## config.mk

```make
export PLATFORM = sky130hd
export DESIGN_NAME = ctrl_pipe
export DESIGN_NICKNAME = d
export VERILOG_FILES = /design/src/rtl/ctrl_pipe_pkg.sv /design/src/rtl/ctrl_decode.sv /design/src/rtl/ctrl_pipe.sv
export SDC_FILE = /design/constraint.sdc
export NUM_CORES = 1
export LEC_CHECK = 0
export ABC_CLOCK_PERIOD_IN_PS = 3300
export CAP_MARGIN = 25
export CORE_MARGIN = 3
export CORE_UTILIZATION = 44
export CTS_CLUSTER_DIAMETER = 100
export CTS_CLUSTER_SIZE = 40
export DETAILED_ROUTE_END_ITERATION = 16
export GPL_TIMING_DRIVEN = 0
export PLACE_DENSITY = 0.83
export SLEW_MARGIN = 20
export SYNTH_ARGS = -nofsm -noshare
export SYNTH_HDL_FRONTEND = slang
export SYNTH_HIERARCHICAL = 1
export SYNTH_SLANG_ARGS = --single-unit
```

## constraint.sdc

```tcl
create_clock -name clk -period 3.3 [get_ports clk]
set_input_delay 0.66 -clock clk [delete_from_list [all_inputs] [get_ports clk]]
set_output_delay 0.66 -clock clk [all_outputs]
set_load 0.01 [all_outputs]
```

## src/rtl/ctrl_pipe_pkg.sv

```systemverilog
// Shared encodings for the pipelined MIPS control unit: opcode/funct values,
// control-field codes and the control word carried through E/M/W.
package ctrl_pipe_pkg;

    localparam logic [5:0] OP_RTYPE = 6'h00;
    localparam logic [5:0] OP_J     = 6'h02;
    localparam logic [5:0] OP_JAL   = 6'h03;
    localparam logic [5:0] OP_BEQ   = 6'h04;
    localparam logic [5:0] OP_ORI   = 6'h0d;
    localparam logic [5:0] OP_LUI   = 6'h0f;
    localparam logic [5:0] OP_LW    = 6'h23;
    localparam logic [5:0] OP_SW    = 6'h2b;

    localparam logic [5:0] FN_JR    = 6'h08;
    localparam logic [5:0] FN_MFHI  = 6'h10;
    localparam logic [5:0] FN_MTHI  = 6'h11;
    localparam logic [5:0] FN_MFLO  = 6'h12;
    localparam logic [5:0] FN_MTLO  = 6'h13;
    localparam logic [5:0] FN_MULT  = 6'h18;
    localparam logic [5:0] FN_DIV   = 6'h1a;
    localparam logic [5:0] FN_ADD   = 6'h20;
    localparam logic [5:0] FN_SUB   = 6'h22;

    localparam logic [1:0] NPC_PC4  = 2'b00;
    localparam logic [1:0] NPC_J    = 2'b01;
    localparam logic [1:0] NPC_BEQ  = 2'b10;
    localparam logic [1:0] NPC_JR   = 2'b11;

    localparam logic [2:0] ALU_ADD  = 3'b000;
    localparam logic [2:0] ALU_SUB  = 3'b001;
    localparam logic [2:0] ALU_OR   = 3'b010;
    localparam logic [2:0] ALU_LUI  = 3'b101;

    localparam logic [2:0] MD_NONE  = 3'b000;
    localparam logic [2:0] MD_MULT  = 3'b001;
    localparam logic [2:0] MD_DIV   = 3'b010;
    localparam logic [2:0] MD_MTHI  = 3'b011;
    localparam logic [2:0] MD_MTLO  = 3'b100;
    localparam logic [2:0] MD_MFHI  = 3'b101;
    localparam logic [2:0] MD_MFLO  = 3'b110;

    localparam logic [1:0] MTR_ALU  = 2'b00;
    localparam logic [1:0] MTR_DM   = 2'b01;
    localparam logic [1:0] MTR_PC8  = 2'b10;
    localparam logic [1:0] MTR_HILO = 2'b11;

    typedef struct packed {
        logic [4:0] a3;
        logic [1:0] tnew;
        logic [2:0] aluctrl;
        logic       alusrc;
        logic [2:0] mdop;
        logic       memwrite;
        logic       regwrite;
        logic [1:0] memtoreg;
    } ctrl_word_t;

    localparam ctrl_word_t CW_BUBBLE = '0;

    function automatic logic [1:0] sat_dec(input logic [1:0] t);
        return (t == 2'd0) ? 2'd0 : t - 2'd1;
    endfunction

    // A control word moving one stage down loses one cycle of Tnew.
    function automatic ctrl_word_t advance(input ctrl_word_t cw);
        ctrl_word_t nxt;
        nxt      = cw;
        nxt.tnew = sat_dec(cw.tnew);
        return nxt;
    endfunction

endpackage

```

## src/rtl/ctrl_decode.sv

```systemverilog
// D-stage decoder: turns the instruction fields into the control word that
// travels down the pipe, plus the operand-use times needed for hazard checks.
module ctrl_decode
    import ctrl_pipe_pkg::*;
(
    input  logic [5:0]  op,
    input  logic [5:0]  fn,
    input  logic [4:0]  rt,
    input  logic [4:0]  rd,
    output ctrl_word_t  cw,
    output logic        extop,
    output logic [1:0]  npcop,
    output logic        use_rs,
    output logic [1:0]  tuse_rs,
    output logic        use_rt,
    output logic [1:0]  tuse_rt
);

    always_comb begin
        cw      = CW_BUBBLE;
        extop   = 1'b0;
        npcop   = NPC_PC4;
        use_rs  = 1'b0;
        tuse_rs = 2'd0;
        use_rt  = 1'b0;
        tuse_rt = 2'd0;
        case (op)
            OP_RTYPE: begin
                case (fn)
                    FN_ADD, FN_SUB: begin
                        cw.a3       = rd;
                        cw.tnew     = 2'd1;
                        cw.aluctrl  = (fn == FN_SUB) ? ALU_SUB : ALU_ADD;
                        cw.regwrite = 1'b1;
                        use_rs      = 1'b1;
                        tuse_rs     = 2'd1;
                        use_rt      = 1'b1;
                        tuse_rt     = 2'd1;
                    end
                    FN_JR: begin
                        npcop  = NPC_JR;
                        use_rs = 1'b1;
                    end
                    FN_MULT, FN_DIV: begin
                        cw.mdop = (fn == FN_DIV) ? MD_DIV : MD_MULT;
                        use_rs  = 1'b1;
                        tuse_rs = 2'd1;
                        use_rt  = 1'b1;
                        tuse_rt = 2'd1;
                    end
                    FN_MFHI, FN_MFLO: begin
                        cw.a3       = rd;
                        cw.tnew     = 2'd1;
                        cw.mdop     = (fn == FN_MFHI) ? MD_MFHI : MD_MFLO;
                        cw.regwrite = 1'b1;
                        cw.memtoreg = MTR_HILO;
                    end
                    FN_MTHI, FN_MTLO: begin
                        cw.mdop = (fn == FN_MTHI) ? MD_MTHI : MD_MTLO;
                        use_rs  = 1'b1;
                        tuse_rs = 2'd1;
                    end
                    default: ;
                endcase
            end
            OP_ORI: begin
                cw.a3       = rt;
                cw.tnew     = 2'd1;
                cw.aluctrl  = ALU_OR;
                cw.alusrc   = 1'b1;
                cw.regwrite = 1'b1;
                use_rs      = 1'b1;
                tuse_rs     = 2'd1;
            end
            OP_LUI: begin
                cw.a3       = rt;
                cw.tnew     = 2'd1;
                cw.aluctrl  = ALU_LUI;
                cw.alusrc   = 1'b1;
                cw.regwrite = 1'b1;
            end
            OP_LW: begin
                cw.a3       = rt;
                cw.tnew     = 2'd2;
                cw.alusrc   = 1'b1;
                cw.regwrite = 1'b1;
                cw.memtoreg = MTR_DM;
                extop       = 1'b1;
                use_rs      = 1'b1;
                tuse_rs     = 2'd1;
            end
            OP_SW: begin
                cw.alusrc   = 1'b1;
                cw.memwrite = 1'b1;
                extop       = 1'b1;
                use_rs      = 1'b1;
                tuse_rs     = 2'd1;
                use_rt      = 1'b1;
                tuse_rt     = 2'd2;
            end
            OP_BEQ: begin
                npcop  = NPC_BEQ;
                use_rs = 1'b1;
                use_rt = 1'b1;
            end
            OP_J: begin
                npcop = NPC_J;
            end
            OP_JAL: begin
                cw.a3       = 5'd31;
                cw.regwrite = 1'b1;
                cw.memtoreg = MTR_PC8;
                npcop       = NPC_J;
            end
            default: ;
        endcase
        // Writing $0 is architecturally a no-op, so never raise the GRF enable for it.
        cw.regwrite = cw.regwrite & (cw.a3 != 5'd0);
    end

endmodule

```

## src/rtl/ctrl_pipe.sv

```systemverilog
// Pipelined control unit: decodes in D, carries the control word through
// E/M/W, stalls on Tuse/Tnew RAW hazards and while the mult/div unit is busy.
module ctrl_pipe
    import ctrl_pipe_pkg::*;
#(
    parameter int MULT_CYC = 5,
    parameter int DIV_CYC  = 10,
    parameter int CNT_W    = 4
) (
    input  logic        clk,
    input  logic        reset,
    input  logic [31:0] D_instr,
    output logic        stall,
    output logic        D_EXTop,
    output logic [1:0]  D_NPCop,
    output logic [2:0]  E_ALUctrl,
    output logic        E_ALUsrc,
    output logic [2:0]  E_MDop,
    output logic        E_MDstart,
    output logic        md_busy,
    output logic [4:0]  E_A3,
    output logic [4:0]  M_A3,
    output logic [4:0]  W_A3,
    output logic [1:0]  E_Tnew,
    output logic [1:0]  M_Tnew,
    output logic        M_MemWrite,
    output logic        W_RegWrite,
    output logic [1:0]  W_MemtoReg
);

    // The start cycle itself counts as busy, so the counter covers the remainder.
    localparam logic [CNT_W-1:0] MULT_LOAD = CNT_W'(MULT_CYC - 1);
    localparam logic [CNT_W-1:0] DIV_LOAD  = CNT_W'(DIV_CYC - 1);

    ctrl_word_t       d_cw, e_cw, m_cw, w_cw;
    logic             use_rs, use_rt;
    logic [1:0]       tuse_rs, tuse_rt;
    logic [4:0]       rs, rt;
    logic             raw_rs, raw_rt, md_stall;
    logic [CNT_W-1:0] cnt;
    logic             unused_bits;

    assign rs = D_instr[25:21];
    assign rt = D_instr[20:16];

    ctrl_decode u_decode (
        .op      (D_instr[31:26]),
        .fn      (D_instr[5:0]),
        .rt      (rt),
        .rd      (D_instr[15:11]),
        .cw      (d_cw),
        .extop   (D_EXTop),
        .npcop   (D_NPCop),
        .use_rs  (use_rs),
        .tuse_rs (tuse_rs),
        .use_rt  (use_rt),
        .tuse_rt (tuse_rt)
    );

    assign raw_rs = use_rs && (rs != 5'd0) &&
                    (((e_cw.a3 == rs) && (e_cw.tnew > tuse_rs)) ||
                     ((m_cw.a3 == rs) && (m_cw.tnew > tuse_rs)));
    assign raw_rt = use_rt && (rt != 5'd0) &&
                    (((e_cw.a3 == rt) && (e_cw.tnew > tuse_rt)) ||
                     ((m_cw.a3 == rt) && (m_cw.tnew > tuse_rt)));

    assign md_stall = (d_cw.mdop != MD_NONE) && md_busy;
    assign stall    = raw_rs || raw_rt || md_stall;

    always_ff @(posedge clk) begin
        if (reset) begin
            e_cw <= CW_BUBBLE;
            m_cw <= CW_BUBBLE;
            w_cw <= CW_BUBBLE;
        end else begin
            e_cw <= stall ? CW_BUBBLE : d_cw;
            m_cw <= advance(e_cw);
            w_cw <= advance(m_cw);
        end
    end

    assign E_MDstart = (e_cw.mdop == MD_MULT) || (e_cw.mdop == MD_DIV);
    assign md_busy   = E_MDstart || (cnt != '0);

    always_ff @(posedge clk) begin
        if (reset) begin
            cnt <= '0;
        end else if (E_MDstart) begin
            cnt <= (e_cw.mdop == MD_DIV) ? DIV_LOAD : MULT_LOAD;
        end else if (cnt != '0) begin
            cnt <= cnt - CNT_W'(1);
        end
    end

    assign E_ALUctrl  = e_cw.aluctrl;
    assign E_ALUsrc   = e_cw.alusrc;
    assign E_MDop     = e_cw.mdop;
    assign E_A3       = e_cw.a3;
    assign E_Tnew     = e_cw.tnew;
    assign M_A3       = m_cw.a3;
    assign M_Tnew     = m_cw.tnew;
    assign M_MemWrite = m_cw.memwrite;
    assign W_A3       = w_cw.a3;
    assign W_RegWrite = w_cw.regwrite;
    assign W_MemtoReg = w_cw.memtoreg;

    assign unused_bits = ^{D_instr[10:6], w_cw.tnew, w_cw.aluctrl, w_cw.alusrc,
                           w_cw.mdop, w_cw.memwrite};

endmodule

```

=== Yosys cells after proc, flatten, opt, wreduce, memory -nomap -nowiden ===
Cells that the tools add are included.

* Register bits: 41
* Input bits: 34
* Logic and storage cells: 119

* $add $sub $neg: 2
* Order comparisons: 4
* Eq/ne operators: 22
* Multiplexer cells: 31
* Bitwise operators: 1
* Reduce and logical (&&, ||, !) cells: 42

{| class="wikitable"
|+ Operators by type and width
! kind !! number
|-
| $eq 6x5->1 const B || 6
|-
| $eq 6x6->1 const B || 4
|-
| $eq 5x5->1 || 4
|-
| $reduce_or 2->1 || 10
|-
| $reduce_or 4->1 || 5
|-
| $eq 6x4->1 const B || 3
|-
| $pmux 2 s3 || 3
|-
| $pmux 3 s3 || 2
|-
| $pmux 5 s3 || 1
|-
| $reduce_bool 5->1 || 3
|-
| $eq 6x2->1 const B || 2
|-
| $mux 4 || 3
|-
| $logic_and 1x1->1 || 9
|-
| $mux 1 || 9
|-
| $mux 3 || 3
|-
| $gt 2x2->1 || 4
|-
| $mux 2 || 4
|-
| $pmux 2 s2 || 2
|-
| $mux 7 || 1
|-
| $reduce_or 7->1 || 1
|-
| $eq 6x3->1 const B || 1
|-
| $logic_not 6->1 || 1
|-
| $logic_or 1x1->1 || 6
|-
| $pmux 1 s2 || 3
|-
| 11 further kinds || 12
|}

=== Logic depth before layout (Yosys ltp) ===
* Word-level depth: 11
* Gate-level depth with buffers: 15
* Gate-level depth less buffers: 12

=== Modules after synthesis ===
The synthesis kept the hierarchy.

{| class="wikitable"
|+ By module, submodules not included
! module !! times used !! cells an instance !! area an instance (µm²) !! sequential area each (µm²)
|-
| ctrl_pipe || 1 || 213 || 2109.5 || 820.8
|-
| ctrl_decode || 1 || 74 || 514.2 || 0.0
|}

=== Worst setup path after synthesis ===
Ideal clock, no wire load.

* Path kind: input to output
* From: input port D_instr[30]
* To: output port stall
* Arrival: 2.812 ns
* Required time: 2.640 ns
* Path slack: -0.172 ns
* Stages on the path: 14
* Path through: nand2b_1 -> or3_1 -> inv_1 -> nand2_1 -> inv_1 -> buf_4 -> inv_1 -> ha_1 -> nand2_1 -> nand4_1 -> nor4_1 -> o221a_1 -> buf_2 -> or3_1

{| class="wikitable"
|+ RTL lines
! element !! line !! source
|-
| start: declaration || ctrl_pipe.sv:12 || <nowiki>input logic [31:0] D_instr,</nowiki>
|-
| $eq 6x6->1 / $logic_not 6->1 (equally long branches) || ctrl_decode.sv:27 || <nowiki>case (op)</nowiki>
|-
| $pmux 2 s2 (*) || ctrl_decode.sv:27 ||
|-
| net tuse_rt[1] || ctrl_pipe.sv:37 || <nowiki>logic [1:0] tuse_rs, tuse_rt;</nowiki>
|-
| $gt 2x2->1 (on tied branches) || ctrl_pipe.sv:64, ctrl_pipe.sv:65 ||
|-
| $logic_and 1x1->1 (on tied branches) || ctrl_pipe.sv:64, ctrl_pipe.sv:65 ||
|-
| $logic_or 1x1->1 (*) || ctrl_pipe.sv:64 || <nowiki>(((e_cw.a3 == rt) && (e_cw.tnew > tuse_rt)) ||</nowiki>
|-
| $logic_and 1x1->1 (*) || ctrl_pipe.sv:63 || <nowiki>assign raw_rt = use_rt && (rt != 5'd0) &&</nowiki>
|-
| $logic_or 1x1->1 (*) (2 in series) || ctrl_pipe.sv:68 || <nowiki>assign stall = raw_rs || raw_rt || md_stall;</nowiki>
|-
| end: declaration || ctrl_pipe.sv:13 || <nowiki>output logic stall,</nowiki>
|}

The timed path passes the listed nets; every way through them passes the cells marked *.

=== Final worst setup path ===
* From: input port D_instr[29]
* To: output port stall

The elaborated chain is that of the path after synthesis.

==> flow_metrics.py <==
metrics = {
    "floorplanning": {
        "rows": 27,
        "core_area_sq_mm": 0.00564,
        "die_y_um": 83.2,
        "initial_core_util": 0.465,
        "pin_count": 70,
        "fp.dieW_um": 83.2,
        "dieArea_sq_mm": 0.00693,
    },
    "setup_path": {
        "cp-end-kind": "primary output",
        "worst-setup-path-type": "input port to primary output",
        "cp.arrival_ns": 2.87,
        "critPathMaxFanout": 4,
        "rrSetupSlack_ns": 1.22,
        "regToRegEndpoint": "e_cw[0]$_SDFF_PP0_",
        "setup.worst_path.start_class": "input port",
        "reg2reg_depth": 8,
        "required_ns": 2.64,
        "timing.rr.start": "cnt[0]$_SDFFE_PP0P_",
    },
    "sta": {
        "relSlewSlack": 0.651,
        "hold_viol": 0,
        "slew_violations": 0,
        "final.min_clock_period_ns": 3.53,
        "fmax_mhz": 284,
        "setup_tns_ns": -0.225,
        "finalClockSkew_ns": 0.00272,
        "setup_viol": 1,
        "tightest_slew_ns": 0.524,
        "rsz0062_at_grt": "true",
        "finalCritPeriodShare": 1.07,
        "fin_ws_ns": -0.225,
    },
    "global_routing": {
        "grtUsageTotal": 0.189,
        "grt_pass1_vias": 2193,
        "grt_overflow": 0,
        "grt_max_degree": 13,
        "grt_pass1_wl_um": 10600,
        "antenna_found_initial": 0,
    },
    "finish": {
        "multiInputGateArea_sq_mm": 0.00168,
        "stdcell_area_sq_mm": 0.00372,
        "n_fill_cell": 428,
        "syn_to_final_growth_pct": 41.7,
        "drive_above_1_share": 0.281,
        "nets": 411,
        "regArea_sq_um": 821,
        "utilization": 0.659,
        "antenna_cells": 0,
    },
    "yosys": {
        "synth_ff_type": "dfxtp_1",
        "synth_edf_count": 0,
        "syn-mean-instance-area_sq_um": 9.14,
        "ys.warnings.count": 6,
        "syn_nets": 332,
        "synth_top_area_share": 0.313,
        "ys_ff_latch": 41,
        "netlist_instances": 287,
        "synth_area_leaders": "dfxtp_1, buf_4, ha_1",
        "ys_async_sr_fraction": 0,
        "ys_seq_area_frac": 0.313,
        "synth_top_area_cell": "dfxtp_1",
        "netlist_area_sq_mm": 0.00262,
        "synth_cell_types": 54,
    },
    "placement": {
        "placed_area_sq_mm": 0.00342,
        "pre_cts_ws_ns": -1.43,
        "port_buffers": 63,
        "routabilityCongestion": 0.930,
        "dp_hpwl_um": 5030,
    },
    "route": {
        "wl_per_cell_um": 15.2,
        "routed-via-count": 2314,
        "dr.pass1.iters": 4,
        "vias_per_cell": 5.27,
        "ant_nets": 0,
        "wl_um": 6690,
        "drt_iter0_markers": 145,
        "drc": 0,
    },
    "cts": {
        "clkTransAtPathRegs_ns": 0.07,
        "cts_root_buf": "clkbuf_8",
        "clock_sinks": 41,
        "ctsHtreeMaxLevel": 2,
        "clock_path_buffers": 2,
        "clk_latency_ns": 0.29,
        "cts_tree": "built",
        "numCtsBuffers": 5,
    },
    "power": {
        "vdd_drop_max_v": 0.000227,
        "p_leak_nw": 1.47,
        "totalPowerFinal_w": 0.00124,
        "power.density_mw_per_mm2": 333,
    },
    "flow_run": {
        "cap_violations": 0,
    },
    "hold_path": {
        "hold_depth": 1,
        "hp-start": "m_cw[1]$_SDFF_PP0_",
        "hold_path_end": "W_MemtoReg[1]$_SDFF_PP0_",
        "hold_path_class": "flip-flop to flip-flop",
    },
    "outcome": {
        "violations": "setup timing",
        "status": "complete, but fails checks",
    },
}
[registers in the layout, indices dropped and copies added, names as in the netlist]
signal      flops
E_ALUsrc        1
W_MemtoReg      2
e_cw            4
W_RegWrite      1
M_A3            5
M_Tnew          2
W_A3            5
E_A3            5
M_MemWrite      1
E_ALUctrl       3
E_Tnew          2
E_MDop          3
cnt             4
m_cw            3
[cell type report]
class / instances / share of cell area
buffer: 31 / 0.0700
clock buffer: 7 / 0.0259
clock inverter: 1 / 0.00135
inverter: 15 / 0.0165
multi-input combinational: 197 / 0.451
sequential: 41 / 0.221
tap: 72 / 0.0242
timing repair buffer: 75 / 0.190
[metal layers]
metal / vias to the layer above / track usage / part of all wire
met5: - / 0 / 0
met1: 1081 / 0.237 / 0.44
met4: 0 / 0.0565 / 0.013
met2: 77 / 0.325 / 0.49
li1: 1146 / - / -
met3: 10 / 0.0387 / 0.057
[Yosys cell counts (2+ instances only)]
| cell type | instances |
|---|---|
| nand4_1 | 4 |
| nor2_1 | 16 |
| a2111oi_0 | 2 |
| inv_1 | 15 |
| nor4_2 | 9 |
| o21ai_0 | 4 |
| ha_1 | 11 |
| a21oi_1 | 8 |
| or3_1 | 4 |
| buf_4 | 22 |
| nor2b_1 | 20 |
| mux2i_1 | 2 |
| or4_1 | 4 |
| nand2_1 | 9 |
| o221a_1 | 2 |
| dfxtp_1 | 41 |
| o22a_1 | 2 |
| nand3_1 | 2 |
| nor4_4 | 3 |
| xor2_1 | 8 |
| nand2b_1 | 22 |
| nor3_1 | 6 |
| buf_6 | 5 |
| nor4_1 | 11 |
| a211oi_1 | 2 |
| nor4bb_1 | 2 |
| clkbuf_1 | 5 |
| o32ai_1 | 2 |
| xnor2_1 | 15 |
| a221o_1 | 5 |
[metrics by stage]
stage	instances	hold slack, ns
after floorplan	287	0.414
after global placement	422	0.420
after detailed placement	422	0.430
after CTS	437	0.447
after global routing	439	0.458
final	439	0.442
[power breakdown]
part,internal (W),leakage [nW],switching [W]
sequential,0.000519,0.332,0.0000175
clock,0.000189,0.0542,0.000158
combinational,0.000189,1.08,0.000167
[worst max-delay path: stages]
cell,delay [ns]
buf_12,0.10
nor4_4,0.33
nand2_4,0.11
buf_6,0.15
nor3b_4,0.27
ha_4,0.25
nand2_2,0.05
nand4_1,0.08
nor4_2,0.33
o221a_1,0.29
or3_4,0.14
buf_6,0.09
[logic make-up (layout without fill, tap and decap cells)]
family | Yosys count | in the layout | synth area share
adders and majority gates | 11 | 11 | 0.0525
DFF | 41 | 41 | 0.313
buffers and inverters | 49 | 129 | 0.123
AOI/OAI and AO/OA | 35 | 35 | 0.101
xor gates and xnor gates | 23 | 23 | 0.0768
other | 1 | 1 | 0.00143
muxes | 2 | 2 | 0.00763
and+or+nand+nor | 125 | 125 | 0.325
[repair_timing]
item,4_1_cts,5_1_grt
gates resized for setup,73,14
hold buffers,0,0
setup endpoints to repair,13,1
buffers inserted,7,5
pin swaps,16,16
[cells in the final DEF, fill, tap and decap left out, drive strengths merged, types with 6 or more instances in the layout]
cell and instances:
ha 11, a21oi 8, clkbuf 12, nand2b 22, nand2 10, dfxtp 41
clkdlybuf4s50 52, xor2 8, nor2b 20, inv 15, nor3 6, nor4 23
xnor2 15, nor2 16, buf 48
[worst max path at each step]
| stage | from | endpoint | slack, ns | depth (start not counted) |
|---|---|---|---|---|
| after floorplan | D_instr[30] | stall | 0.008 | 13 |
| after global placement | D_instr[28] | stall | -1.43 | 12 |
| after detailed placement | D_instr[28] | stall | -1.43 | 12 |
| after CTS | D_instr[3] | stall | -0.30 | 13 |
| after global routing | D_instr[29] | stall | -0.33 | 12 |
| final | D_instr[29] | stall | -0.23 | 12 |
Power figures use the tool's default switching activity.
